`config.mk`:
```
export PLATFORM = sky130hd
export DESIGN_NAME = dpr_fifo_ctrl
export DESIGN_NICKNAME = d
export VERILOG_FILES = /design/src/rtl/dpr_fifo_pkg.sv /design/src/rtl/dpr_fifo_ptr.sv /design/src/rtl/dpr_fifo_ctrl.sv
export SDC_FILE = /design/constraint.sdc
export NUM_CORES = 1
export LEC_CHECK = 0
export ABC_AREA = 1
export CORE_MARGIN = 5
export CORE_UTILIZATION = 40
export DETAILED_ROUTE_END_ITERATION = 6
export PLACE_DENSITY = 0.85
export SLEW_MARGIN = 20
export SYNTH_ARGS = -nofsm -noshare
export SYNTH_HDL_FRONTEND = slang
export SYNTH_SLANG_ARGS = --single-unit
```
`constraint.sdc`:
```
create_clock -name clk -period 4.5 [get_ports clk]
set_clock_uncertainty 0.05 [all_clocks]
set_input_delay 0.675 -clock clk [delete_from_list [all_inputs] [get_ports clk]]
set_output_delay 0.675 -clock clk [all_outputs]
set_load 0.005 [all_outputs]
```
`src/rtl/dpr_fifo_pkg.sv`:
```
// Shared sizing defaults and init-sweep state encoding for the dpr_sync FIFO controller.
package dpr_fifo_pkg;

   localparam int MEM_WIDTH_DEF = 16;
   localparam int MEM_DEPTH_DEF = 1024;
   localparam int ADDR_SIZE_DEF = 10;
   localparam int CNT_W_DEF     = ADDR_SIZE_DEF + 1;

   typedef enum logic {
      INIT = 1'b0,
      RUN  = 1'b1
   } init_state_e;

   // Occupancy must reach MEM_DEPTH itself, hence one bit beyond the address width.
   function automatic int cnt_width(input int addr_size);
      return addr_size + 1;
   endfunction

endpackage

```
`src/rtl/dpr_fifo_ptr.sv`:
```
// Wrapping circular-buffer pointer; wraps DEPTH-1 -> 0, so DEPTH need not be a power of two.
module dpr_fifo_ptr #(
   parameter int DEPTH = 1024,
   parameter int AW    = 10
) (
   input  logic          clk,
   input  logic          rst,
   input  logic          inc,
   input  logic          clr,
   output logic [AW-1:0] ptr
);

   localparam logic [AW-1:0] LAST = AW'(DEPTH - 1);

   always_ff @(posedge clk or negedge rst) begin
      if (!rst) begin
         ptr <= '0;
      end else if (clr) begin
         ptr <= '0;
      end else if (inc) begin
         ptr <= (ptr == LAST) ? '0 : ptr + 1'b1;
      end
   end

endmodule

```
`src/rtl/dpr_fifo_ctrl.sv`:
```
// FIFO controller sequencing one dpr_sync RAM as a circular buffer.
// Optional post-reset RAM clear sweep: define DPR_FIFO_INIT_CLEAR_EN.
module dpr_fifo_ctrl
   import dpr_fifo_pkg::*;
#(
   parameter int MEM_WIDTH = MEM_WIDTH_DEF,
   parameter int MEM_DEPTH = MEM_DEPTH_DEF,
   parameter int ADDR_SIZE = ADDR_SIZE_DEF
) (
   input  logic                 clk,
   input  logic                 rst,
   input  logic                 push,
   input  logic [MEM_WIDTH-1:0] push_data,
   input  logic                 pop,
   input  logic                 flush,
   output logic [MEM_WIDTH-1:0] pop_data,
   output logic                 pop_valid,
   output logic                 full,
   output logic                 empty,
   output logic [ADDR_SIZE:0]   count,
   output logic                 overflow,
   output logic                 underflow,
   output logic                 busy,
   output logic [MEM_WIDTH-1:0] ram_din,
   output logic [ADDR_SIZE-1:0] ram_add_wr,
   output logic [ADDR_SIZE-1:0] ram_add_rd,
   output logic                 ram_wr_en,
   output logic                 ram_rd_en,
   output logic                 ram_blk_select,
   input  logic [MEM_WIDTH-1:0] ram_dout
);

   localparam int                 CNT_W     = cnt_width(ADDR_SIZE);
   localparam logic [CNT_W-1:0]   DEPTH_CNT = CNT_W'(MEM_DEPTH);

   logic                 full_cnt;
   logic                 push_acc;
   logic                 pop_acc;
   logic                 flush_eff;
   logic [ADDR_SIZE-1:0] wr_ptr;
   logic [ADDR_SIZE-1:0] rd_ptr;

   // Handshake: push/pop are requests with no ready return; a request is taken
   // exactly when push_acc/pop_acc is high that cycle, otherwise it is dropped
   // and flagged one cycle later on overflow/underflow. pop_valid qualifies
   // pop_data one cycle after an accepted pop.
   assign full_cnt  = (count == DEPTH_CNT);
   assign empty     = (count == '0);
   assign full      = full_cnt | busy;
   assign flush_eff = flush & ~busy;
   assign pop_acc   = pop & ~empty & ~flush & ~busy;
   assign push_acc  = push & ~flush & ~busy & (~full_cnt | pop_acc);

   dpr_fifo_ptr #(.DEPTH(MEM_DEPTH), .AW(ADDR_SIZE)) u_wr_ptr (
      .clk (clk),
      .rst (rst),
      .inc (push_acc),
      .clr (flush_eff),
      .ptr (wr_ptr)
   );

   dpr_fifo_ptr #(.DEPTH(MEM_DEPTH), .AW(ADDR_SIZE)) u_rd_ptr (
      .clk (clk),
      .rst (rst),
      .inc (pop_acc),
      .clr (flush_eff),
      .ptr (rd_ptr)
   );

`ifdef DPR_FIFO_INIT_CLEAR_EN
   init_state_e          state;
   logic [ADDR_SIZE-1:0] sweep_addr;

   // INIT writes zero to every entry once, then RUN holds until the next reset.
   always_ff @(posedge clk or negedge rst) begin
      if (!rst) begin
         state      <= INIT;
         sweep_addr <= '0;
      end else if (state == INIT) begin
         sweep_addr <= sweep_addr + 1'b1;
         if (sweep_addr == ADDR_SIZE'(MEM_DEPTH - 1)) begin
            state <= RUN;
         end
      end
   end

   assign busy       = (state == INIT);
   assign ram_wr_en  = busy | push_acc;
   assign ram_add_wr = busy ? sweep_addr : wr_ptr;
   assign ram_din    = busy ? '0 : push_data;
`else
   assign busy       = 1'b0;
   assign ram_wr_en  = push_acc;
   assign ram_add_wr = wr_ptr;
   assign ram_din    = push_data;
`endif

   assign ram_rd_en      = pop_acc;
   assign ram_blk_select = ram_wr_en | ram_rd_en;
   assign ram_add_rd     = rd_ptr;
   assign pop_data       = ram_dout;

   always_ff @(posedge clk or negedge rst) begin
      if (!rst) begin
         count     <= '0;
         pop_valid <= 1'b0;
         overflow  <= 1'b0;
         underflow <= 1'b0;
      end else begin
         pop_valid <= pop_acc;
         overflow  <= push & ~push_acc & ~flush_eff;
         underflow <= pop & ~pop_acc & ~flush_eff;
         if (flush_eff) begin
            count <= '0;
         end else if (push_acc && !pop_acc) begin
            count <= count + 1'b1;
         end else if (pop_acc && !push_acc) begin
            count <= count - 1'b1;
         end
      end
   end

endmodule

```
==> results of run 1 <==
==> sequential cells by signal, summed over array words and instances, names as in the netlist <==
name	count
underflow	1
count	11
u_rd_ptr.ptr	10
u_wr_ptr.ptr	10
pop_valid	1
overflow	1
==> routing by layer <==
metal / GRT usage [%] / routed length (um) / share of wire [%]
met5: 0 / 0 / 0
met4: 3.11 / 47 / 0.85
met3: 3.87 / 437 / 7.9
met2: 25.3 / 2690 / 48
met1: 18.5 / 2380 / 43
==> synthesized netlist by cell type, types with 4 or more instances <==
cell type	number	area share, %
buf_4	34	10
dfrtp_1	34	34
ha_1	12	5.9
xor2_1	13	4.5
inv_1	40	5.9
nand3_1	23	4.6
nor2_1	19	2.8
nand4_1	6	1.5
o21ai_1	10	2.0
nand2_4	6	2.7
o22ai_1	5	1.2
nor3_1	6	1.2
nand2_1	59	8.8
nor2_2	4	0.99
o21ai_0	11	2.2
a21oi_1	8	1.6
o21ai_2	4	1.4
==> where the power goes <==
group,internal [uW],leakage (uW),switching [uW]
Clock,123,0.0000472,116
Combinational,283,0.000827,339
Sequential,353,0.000459,66.5
==> stage by stage <==
stage | util [%] | total power, uW | area [sq um] | hold WS (ns)
6_report | 46.3 | 1280 | 2890 | 0.506
3_5_place_dp | 44.8 | 1050 | 2800 | 0.494
3_3_place_gp | 44.8 | 1030 | 2800 | 0.480
4_1_cts | 46.3 | 1290 | 2890 | 0.516
5_1_grt | 46.3 | 1410 | 2890 | 0.532
2_1_floorplan | - | 860 | 2530 | 0.329
==> worst max-delay path, stage by stage <==
cell	delay, ns
clkdlybuf4s50_1	0.50
inv_2	0.29
nand3_4	0.15
nand2_2	0.12
nand2_4	0.09
inv_1	0.13
clkdlybuf4s50_1	0.52
==> how the worst min path moves through the flow <==
stage	from	endpoint	depth (start not counted)
global route	count[6]	count[6]	2
detailed placement	count[5]	count[5]	2
finish	count[5]	count[5]	2
CTS	count[5]	count[5]	2
global placement	u_rd_ptr.ptr[1]	u_rd_ptr.ptr[1]	2
floorplan	rst	count[0]	0
==> cell type report <==
class / count / area (sq um) / share of cell area [%]
Timing Repair Buffer: 44 / 438 / 15.1
Inverter: 43 / 161 / 5.58
Tap cell: 77 / 96.3 / 3.33
Clock buffer: 6 / 82.6 / 2.86
Multi-Input combinational cell: 209 / 1250 / 43.2
Clock inverter: 2 / 12.5 / 0.433
Sequential cell: 34 / 851 / 29.4
==> logic make-up after synthesis <==
logic type | count (synthesis) | synth area share (%)
compound gates | 45 | 10.7
simple gates | 135 | 26.7
flops | 34 | 33.6
buf+inv | 78 | 16.9
other cells | 1 | 0.148
fa+ha+maj | 13 | 6.73
xor+xnor | 15 | 5.20
==> impl_metrics.tcl, run 1 <==
set metrics [dict create \
    fmax_ghz 0.312 \
    clock_path_buffers 2 \
    wl_mm 5.56 \
    final_common_cell "nand2_1" \
    r2r-start "count[0]" \
    ant_nets 0 \
    dp_hpwl_mm 4.23 \
    dp.cells 407 \
    nFillCells 598 \
    start_kind "primary input" \
    syn_nets 371 \
    final_cell_mix "59 x nand2_1, 43 x clkdlybuf4s50_1, 40 x inv_1" \
    rrSetupSlack_ns 1.76 \
    tns_ns 0 \
    clock_sinks 34 \
    worstReg2RegEnd "count[10]" \
    ys_async_sr_fraction_pct 100 \
    grt_pass1_vias 2046 \
    grt_max_degree 35 \
    initial_core_util_pct 40.5 \
    finalHoldViolations 0 \
    h-tree-depth 2 \
    yosys_most_used_dff "dfrtp_1" \
    rows 29 \
    core_sq_um 6240 \
    seq_area_frac_synth_pct 33.6 \
    pre_cts_ws_ns 1.28 \
    crit_path_end "ram_wr_en" \
    die_y_um 89.5 \
    slew_viol_final 0 \
    path_max_fanout 11 \
    cts_hold_buf 0 \
    grt_usage_pct 14.7 \
    syn-cell-area_sq_um 2530 \
    num_vias 2081 \
    power_density_nw_per_um2 443 \
    status "finished, final reports clean" \
    rsz0062_at_grt "false" \
    numPortBuffers 43 \
    post-route-period-util_pct 71.2 \
    leakagePower_uw 0.00133 \
    synth_edf_count 0 \
    die_x_um 89.5 \
    nets 387 \
    wl_per_cell_um 13.4 \
    yosys_warnings 0 \
    final_cells 415 \
    gp_congestion 0.951 \
    drt_first_pass_iters 4 \
    ctsRootBufferMaster "clkbuf_8" \
    syn_inst 321 \
    diodes 0 \
    setup_viol 0 \
    drive_gt1_share_pct 9.76 \
    avgSynthCellArea_sq_um 7.88 \
    worstHoldPathType "reg2reg" \
    area_growth_pct 14.3 \
    worstSetupEndpointType "output pin" \
    io_pins 109 \
    worstPathRequired_ns 3.77 \
    final.setup.worst_slack_ns 1.30 \
    antenna_found_initial 0 \
    cts_setup_buffers 0 \
    gr-total-overflow 0 \
    period_minus_slack_ns 3.20 \
    drt_iter0_markers 108 \
    ys_ff_latch 34 \
    clk_pin_slew_ns 0.08 \
    reg2reg_depth 17 \
    post_drt_via_cell_ratio 5.01 \
    grt_pass1_wl_mm 9.40 \
    clk_latency_ns 0.28 \
    synth.distinct_cells 33 \
    worst-setup-path-type "in2out" \
    critPathArrivalTime_ns 2.48 \
    drv_cap 0 \
    critPathLaunch "flush" \
    die-area_sq_um 8010 \
    drc 0 \
    ctsResizeCount 0 \
    ir_worst_vdd_mv 0.203 \
    cts_tree "yes" \
    numCtsBuffers 5 \
]
No activity file was read; power rests on OpenSTA's default activity.
==> run 2: changes to the inputs <==
CORE_UTILIZATION = 39   (was 40)
PLACE_DENSITY = 0.87   (was 0.85)
clock period = 2.8 ns   (was 4.5 ns; I/O delays follow)
==> run 2 against run 1 <==
Net effect: non-clock buffer count increased by 12; global-route usage decreased by 0.41 points; wire length increased by 6.7%; cell area increased by 3.9%; final cell count increased by 2.9%; power increased by 69%; combinational power increased by 78%; register-to-register slack got worse by 1.6 ns; critical path depth increased by 3; count of clock-buffer cells in the layout unchanged; sequential share of layout area decreased by 1.1 points; setup slack got worse by 1.2 ns.
==> impl_metrics.tcl, run 2 (synthesis gave the netlist of run 1 again) <==
set metrics [dict create \
    finalHoldViolations 0 \
    worst-setup-path-type "reg2out" \
    path_max_fanout 7 \
    p_sw_share_pct 41.1 \
    p_int_uw 1270 \
    final.setup.worst_slack_ns 0.136 \
    cpPeakStageDelay_ns 0.46 \
    h-tree-depth 2 \
    start_kind "register" \
    io_pins 109 \
    clock_sinks 34 \
    path_cells "nor2_1 -> nand2_1 -> nor2_4 -> nand2_4 -> nand3_4 -> buf_4 -> nand2_2 -> nand2_4 -> inv_1 -> clkdlybuf4s50_1" \
    grt_pass1_vias 2168 \
    clkPwrFrac_pct 18.2 \
    initial_core_util_pct 40.1 \
    drc 0 \
    clk_pin_slew_ns 0.08 \
    rows 29 \
    die_y_um 90.5 \
    num_vias 2176 \
    slew_viol_final 0 \
    cts_tree "yes" \
    nets 399 \
    ant_nets 0 \
    reg.largest.list "count: 11 flops, u_rd_ptr.ptr: 10 flops, u_wr_ptr.ptr: 10 flops" \
    p_sw_uw 889 \
    rrSetupSlack_ns 0.21 \
    core_sq_um 6310 \
    diodes 0 \
    largest_reg_flops 11 \
    drive_gt1_share_pct 13.4 \
    tns_ns 0 \
    holdWs_ns 0.494 \
    wl_mm 5.93 \
    gp_congestion 0.949 \
    post_drt_via_cell_ratio 5.10 \
    numPortBuffers 43 \
    finalCoreUtilization_pct 47.6 \
    cpMostUsedCell "nand2_4" \
    power_density_nw_per_um2 720 \
    grt_pass1_wl_mm 9.95 \
    leakagePower_uw 0.00140 \
    fmax_ghz 0.375 \
    drt_iter0_markers 121 \
    final_cells 427 \
    ctsRootBufferMaster "clkbuf_8" \
    setup_viol 0 \
    worstHoldPathType "in2async" \
    worstSetupEndpointType "output pin" \
    grt_max_degree 35 \
    clk_latency_ns 0.29 \
    cp_slowest_cell "clkdlybuf4s50_1" \
    gr-total-overflow 0 \
    status "finished, final reports clean" \
    nFillCells 617 \
    drv_cap 0 \
    critPathArrivalTime_ns 2.19 \
    ir_worst_vdd_mv 0.341 \
    period_minus_slack_ns 2.66 \
    clock_path_buffers 2 \
    die_x_um 90.5 \
    wl_per_cell_um 13.9 \
    sequentialPowerShare_pct 30.4 \
    final_cell_mix "59 x nand2_1, 43 x clkdlybuf4s50_1, 40 x inv_1" \
    die-area_sq_um 8190 \
    pre_cts_ws_ns 0.00108 \
    post-route-period-util_pct 95.1 \
    dp.cells 413 \
    drt_first_pass_iters 4 \
    grt_usage_pct 14.3 \
    numCtsBuffers 5 \
    area_growth_pct 18.9 \
    regMostFlops "count" \
    p_comb_share_pct 51.4 \
    antenna_found_initial 0 \
    worstPathRequired_ns 2.33 \
    final_common_cell "nand2_1" \
    dp_hpwl_mm 4.38 \
]
==> run 2: cell type report <==
cell class              count  area, sq um  share of cell area [%]
flip-flops and latches     34          852                    28.4
multi-input cells         209         1270                    42.3
clock buffers               6         82.6                    2.75
clock inverters             2         12.5                   0.416
well taps                  77         96.3                    3.21
inverters                  43          161                    5.37
repair buffers             56          528                    17.6
==> run 2: per-stage QoR <==
| step | power, uW | cell area, sq um |
|---|---|---|
| 4_1_cts | 2110 | 2940 |
| 3_3_place_gp | 1680 | 2840 |
| 2_1_floorplan | 1380 | 2530 |
| 3_5_place_dp | 1710 | 2840 |
| 6_report | 2160 | 3010 |
| 5_1_grt | 2360 | 3010 |
==> run 2: path summary, 6_finish.rpt <==
path	start	endpoint	depth (start not counted)
min	rst	u_rd_ptr.ptr[4]	2
min reg2reg	u_rd_ptr.ptr[0]	u_rd_ptr.ptr[0]	1
min in group clk	u_rd_ptr.ptr[0]	u_rd_ptr.ptr[0]	1
max in group asynchronous	rst	count[1]	2
max	count[3]	ram_wr_en	10
max reg2reg	count[3]	count[10]	17
==> run 2: per-layer routing <==
metal  global-route usage, %  up-vias  share of wire, %
met5                       0        -                 0
met1                    17.3     1035                43
met4                    4.96        0               1.6
met3                    3.92       12               6.7
li1                        -     1056                 -
met2                    24.2       73                49
==> run 2: what timing repair did <==
item	CTS	global route
setup endpoints to repair	0	9
gates resized for setup	0	4
hold buffers	0	0
setup buffers	0	6
==> run 2: critical path, delay by kind of cell, from the launching register on <==
| kind | cells | cell delay (ns) |
|---|---|---|
| AND/OR/NAND/NOR | 7 | 0.77 |
| flip-flops | 1 | 0.45 |
| buffers and inverters | 3 | 0.70 |
==> run 2: power groups by stage <==
stage / Sequential [uW] / Clock, uW / Combinational [uW]
final: 659 / 393 / 1110
after global routing: 672 / 423 / 1270
after CTS: 663 / 399 / 1040
after detailed placement: 669 / 0 / 1040
after global placement: 668 / 0 / 1010
after floorplan: 667 / 0 / 715
==> run 3: changes to the inputs <==
--- a/config.mk
+++ b/config.mk
@@ -8,6 +8,7 @@
 export ABC_AREA = 1
-export CORE_MARGIN = 5
-export CORE_UTILIZATION = 39
+export CORE_MARGIN = 2
+export CORE_UTILIZATION = 40
+export CTS_BUF_LIST = sky130_fd_sc_hd__clkbuf_8
 export DETAILED_ROUTE_END_ITERATION = 6
-export PLACE_DENSITY = 0.87
+export PLACE_DENSITY = 0.88
 export SLEW_MARGIN = 20
==> constraint.sdc (replaced) <==
create_clock -name clk -period 2.8 [get_ports clk]
set_clock_uncertainty 0.05 [all_clocks]
set_input_delay 0.28 -clock clk [delete_from_list [all_inputs] [get_ports clk]]
set_output_delay 0.28 -clock clk [all_outputs]
set_load 0.005 [all_outputs]
==> run 3 against run 2 <==
Net effect: largest power group unchanged; first-iteration DRC count is 15% higher; critical path depth grew 7; die area fell by 15%; fmax increased by 1.2%; wire length fell by 1.8%; power up 8.6%; count of clock-buffer cells in the layout down 1; sequential share of layout area fell by 0.65 points; via count about the same.
==> impl_metrics.tcl, run 3 (synthesis gave the netlist of run 1 again) <==
set metrics [dict create \
    gp_congestion 0.876 \
    worstHoldPathType "in2async" \
    grt_max_degree 35 \
    clock_sinks 34 \
    clock_path_buffers 2 \
    rows 28 \
    p_sw_uw 898 \
    finalHoldViolations 0 \
    drt_iter0_markers 139 \
    slew_viol_final 0 \
    path_cells "nor2_1 -> nand2_1 -> nor2_2 -> nand2_2 -> nand3_4 -> nand3_4 -> ha_4 -> inv_1 -> o21bai_1 -> nand2_1 -> nand2_1 -> nand2_1 -> nand3_1 -> inv_1 -> nand3_1 -> nand3_1 -> nand2_1" \
    leakagePower_uw 0.00140 \
    wl_per_cell_um 13.8 \
    num_vias 2175 \
    die_x_um 83.5 \
    ir_worst_vdd_mv 0.391 \
    core_sq_um 6030 \
    p_comb_share_pct 47.8 \
    drt_first_pass_iters 5 \
    reg.largest.list "count: 11 flops, u_rd_ptr.ptr: 10 flops, u_wr_ptr.ptr: 10 flops" \
    worst-setup-path-type "reg2reg" \
    clk_latency_ns 0.29 \
    initial_core_util_pct 42.0 \
    critPathArrivalTime_ns 2.81 \
    drv_cap 0 \
    sequentialPowerShare_pct 28.5 \
    tns_ns 0 \
    numPortBuffers 43 \
    status "finished, final reports clean" \
    area_growth_pct 21.6 \
    worstSetupEndpointType "register" \
    numCtsBuffers 5 \
    final_common_cell "nand2_1" \
    dp_hpwl_mm 4.02 \
    h-tree-depth 2 \
    clk_pin_slew_ns 0.08 \
    post-route-period-util_pct 94.0 \
    p_int_uw 1450 \
    diodes 0 \
    post_drt_via_cell_ratio 5.15 \
    fmax_ghz 0.380 \
    drc 0 \
    ant_nets 0 \
    drive_gt1_share_pct 14.1 \
    wl_mm 5.82 \
    grt_pass1_vias 2146 \
    power_density_nw_per_um2 764 \
    antenna_found_initial 0 \
    die_y_um 83.5 \
    cts_tree "yes" \
    ctsRootBufferMaster "clkbuf_8" \
    cp_num_buf_inv 2 \
    setup_viol 0 \
    cpPeakStageDelay_ns 0.44 \
    regMostFlops "count" \
    largest_reg_flops 11 \
    cts_hold_buf 0 \
    cp_top_family "simple AND/OR/NAND/NOR gates" \
    gr-total-overflow 0 \
    die-area_sq_um 6970 \
    grt_pass1_wl_mm 9.38 \
    grt_usage_pct 16.1 \
    cp_slowest_cell "dfrtp_1" \
    clkPwrFrac_pct 23.7 \
    nets 396 \
    period_minus_slack_ns 2.63 \
    power.total_uw 2350 \
    start_kind "register" \
    cpMostUsedCell "nand2_1" \
    path_max_fanout 7 \
    worstPathRequired_ns 2.98 \
    io_pins 109 \
    p_sw_share_pct 38.2 \
    final_cell_mix "59 x nand2_1, 43 x clkdlybuf4s50_1, 40 x inv_1" \
]
## run 3: changes by cell type in the layout (fill, tap and decap cells not counted), moves of 2 or more
cell	previous run	this run
buf_4	13	9
bufinv_16	0	2
ha_1	11	6
ha_4	1	5
## run 3: metal layers
metal	vias up	wire length, um	part of all wire (%)	track usage (%)
met3	10	265	4.6	2.97
met4	0	49	0.84	5.72
met2	61	2840	49	27.3
met1	1038	2660	46	20.6
met5	-	0	0	0
li1	1066	-	-	-
## run 3: power groups by stage
| stage | clock, uW | sequential [uW] | combinational (uW) |
|---|---|---|---|
| 3_3_place_gp | 0 | 662 | 1030 |
| 4_1_cts | 565 | 658 | 1060 |
| 6_report | 557 | 669 | 1120 |
| 5_1_grt | 583 | 681 | 1270 |
| 3_5_place_dp | 0 | 666 | 1050 |
| 2_1_floorplan | 0 | 667 | 715 |
## run 3: through the flow
step	util [%]	instances	worst slack, ns	hold WS, ns	cell area [sq um]
2_1_floorplan	-	321	0.444	-0.0656	2530
3_5_place_dp	47.0	410	0.0940	0.488	2830
5_1_grt	51.0	422	-0.0702	0.387	3080
4_1_cts	49.3	418	0.105	0.377	2970
6_report	51.0	422	0.169	0.360	3080
3_3_place_gp	47.0	410	0.160	0.471	2830
## run 3: final cells by class
| type | instances | area (sq um) |
|---|---|---|
| Fill cell | 557 | 2950 |
| Multi-Input combinational cell | 210 | 1330 |
| Sequential cell | 34 | 852 |
| Timing Repair Buffer | 52 | 498 |
| Inverter | 43 | 161 |
| Tap cell | 75 | 93.8 |
| Clock buffer | 5 | 68.8 |
| Clock inverter | 3 | 68.8 |
## run 3: what timing repair did
| action | 4_1_cts | 5_1_grt |
|---|---|---|
| setup buffers | 0 | 3 |
| setup endpoints to repair | 0 | 6 |
| hold endpoints to repair | 0 | 0 |
| gates resized for setup | 0 | 8 |
## run 3: final timing paths
kind / start / to / slack [ns] / cells after the start
max: count[6] / count[10] / 0.17 / 17
min: rst / u_rd_ptr.ptr[7] / 0.36 / 2
max reg2reg: count[6] / count[10] / 0.17 / 17
min reg2reg: u_rd_ptr.ptr[1] / u_rd_ptr.ptr[1] / 0.51 / 2
max in group asynchronous: rst / count[1] / 2.01 / 2
min in group clk: ram_dout[0] / pop_data[0] / 0.51 / 0
## run 3: worst reg2reg max path, delay by kind of cell (launching register included)
family          cells  cell delay [ns]
simple gates       13             1.42
flops               1             0.44
fa+ha+maj           1             0.34
compound gates      1             0.19
buf+inv             2             0.12
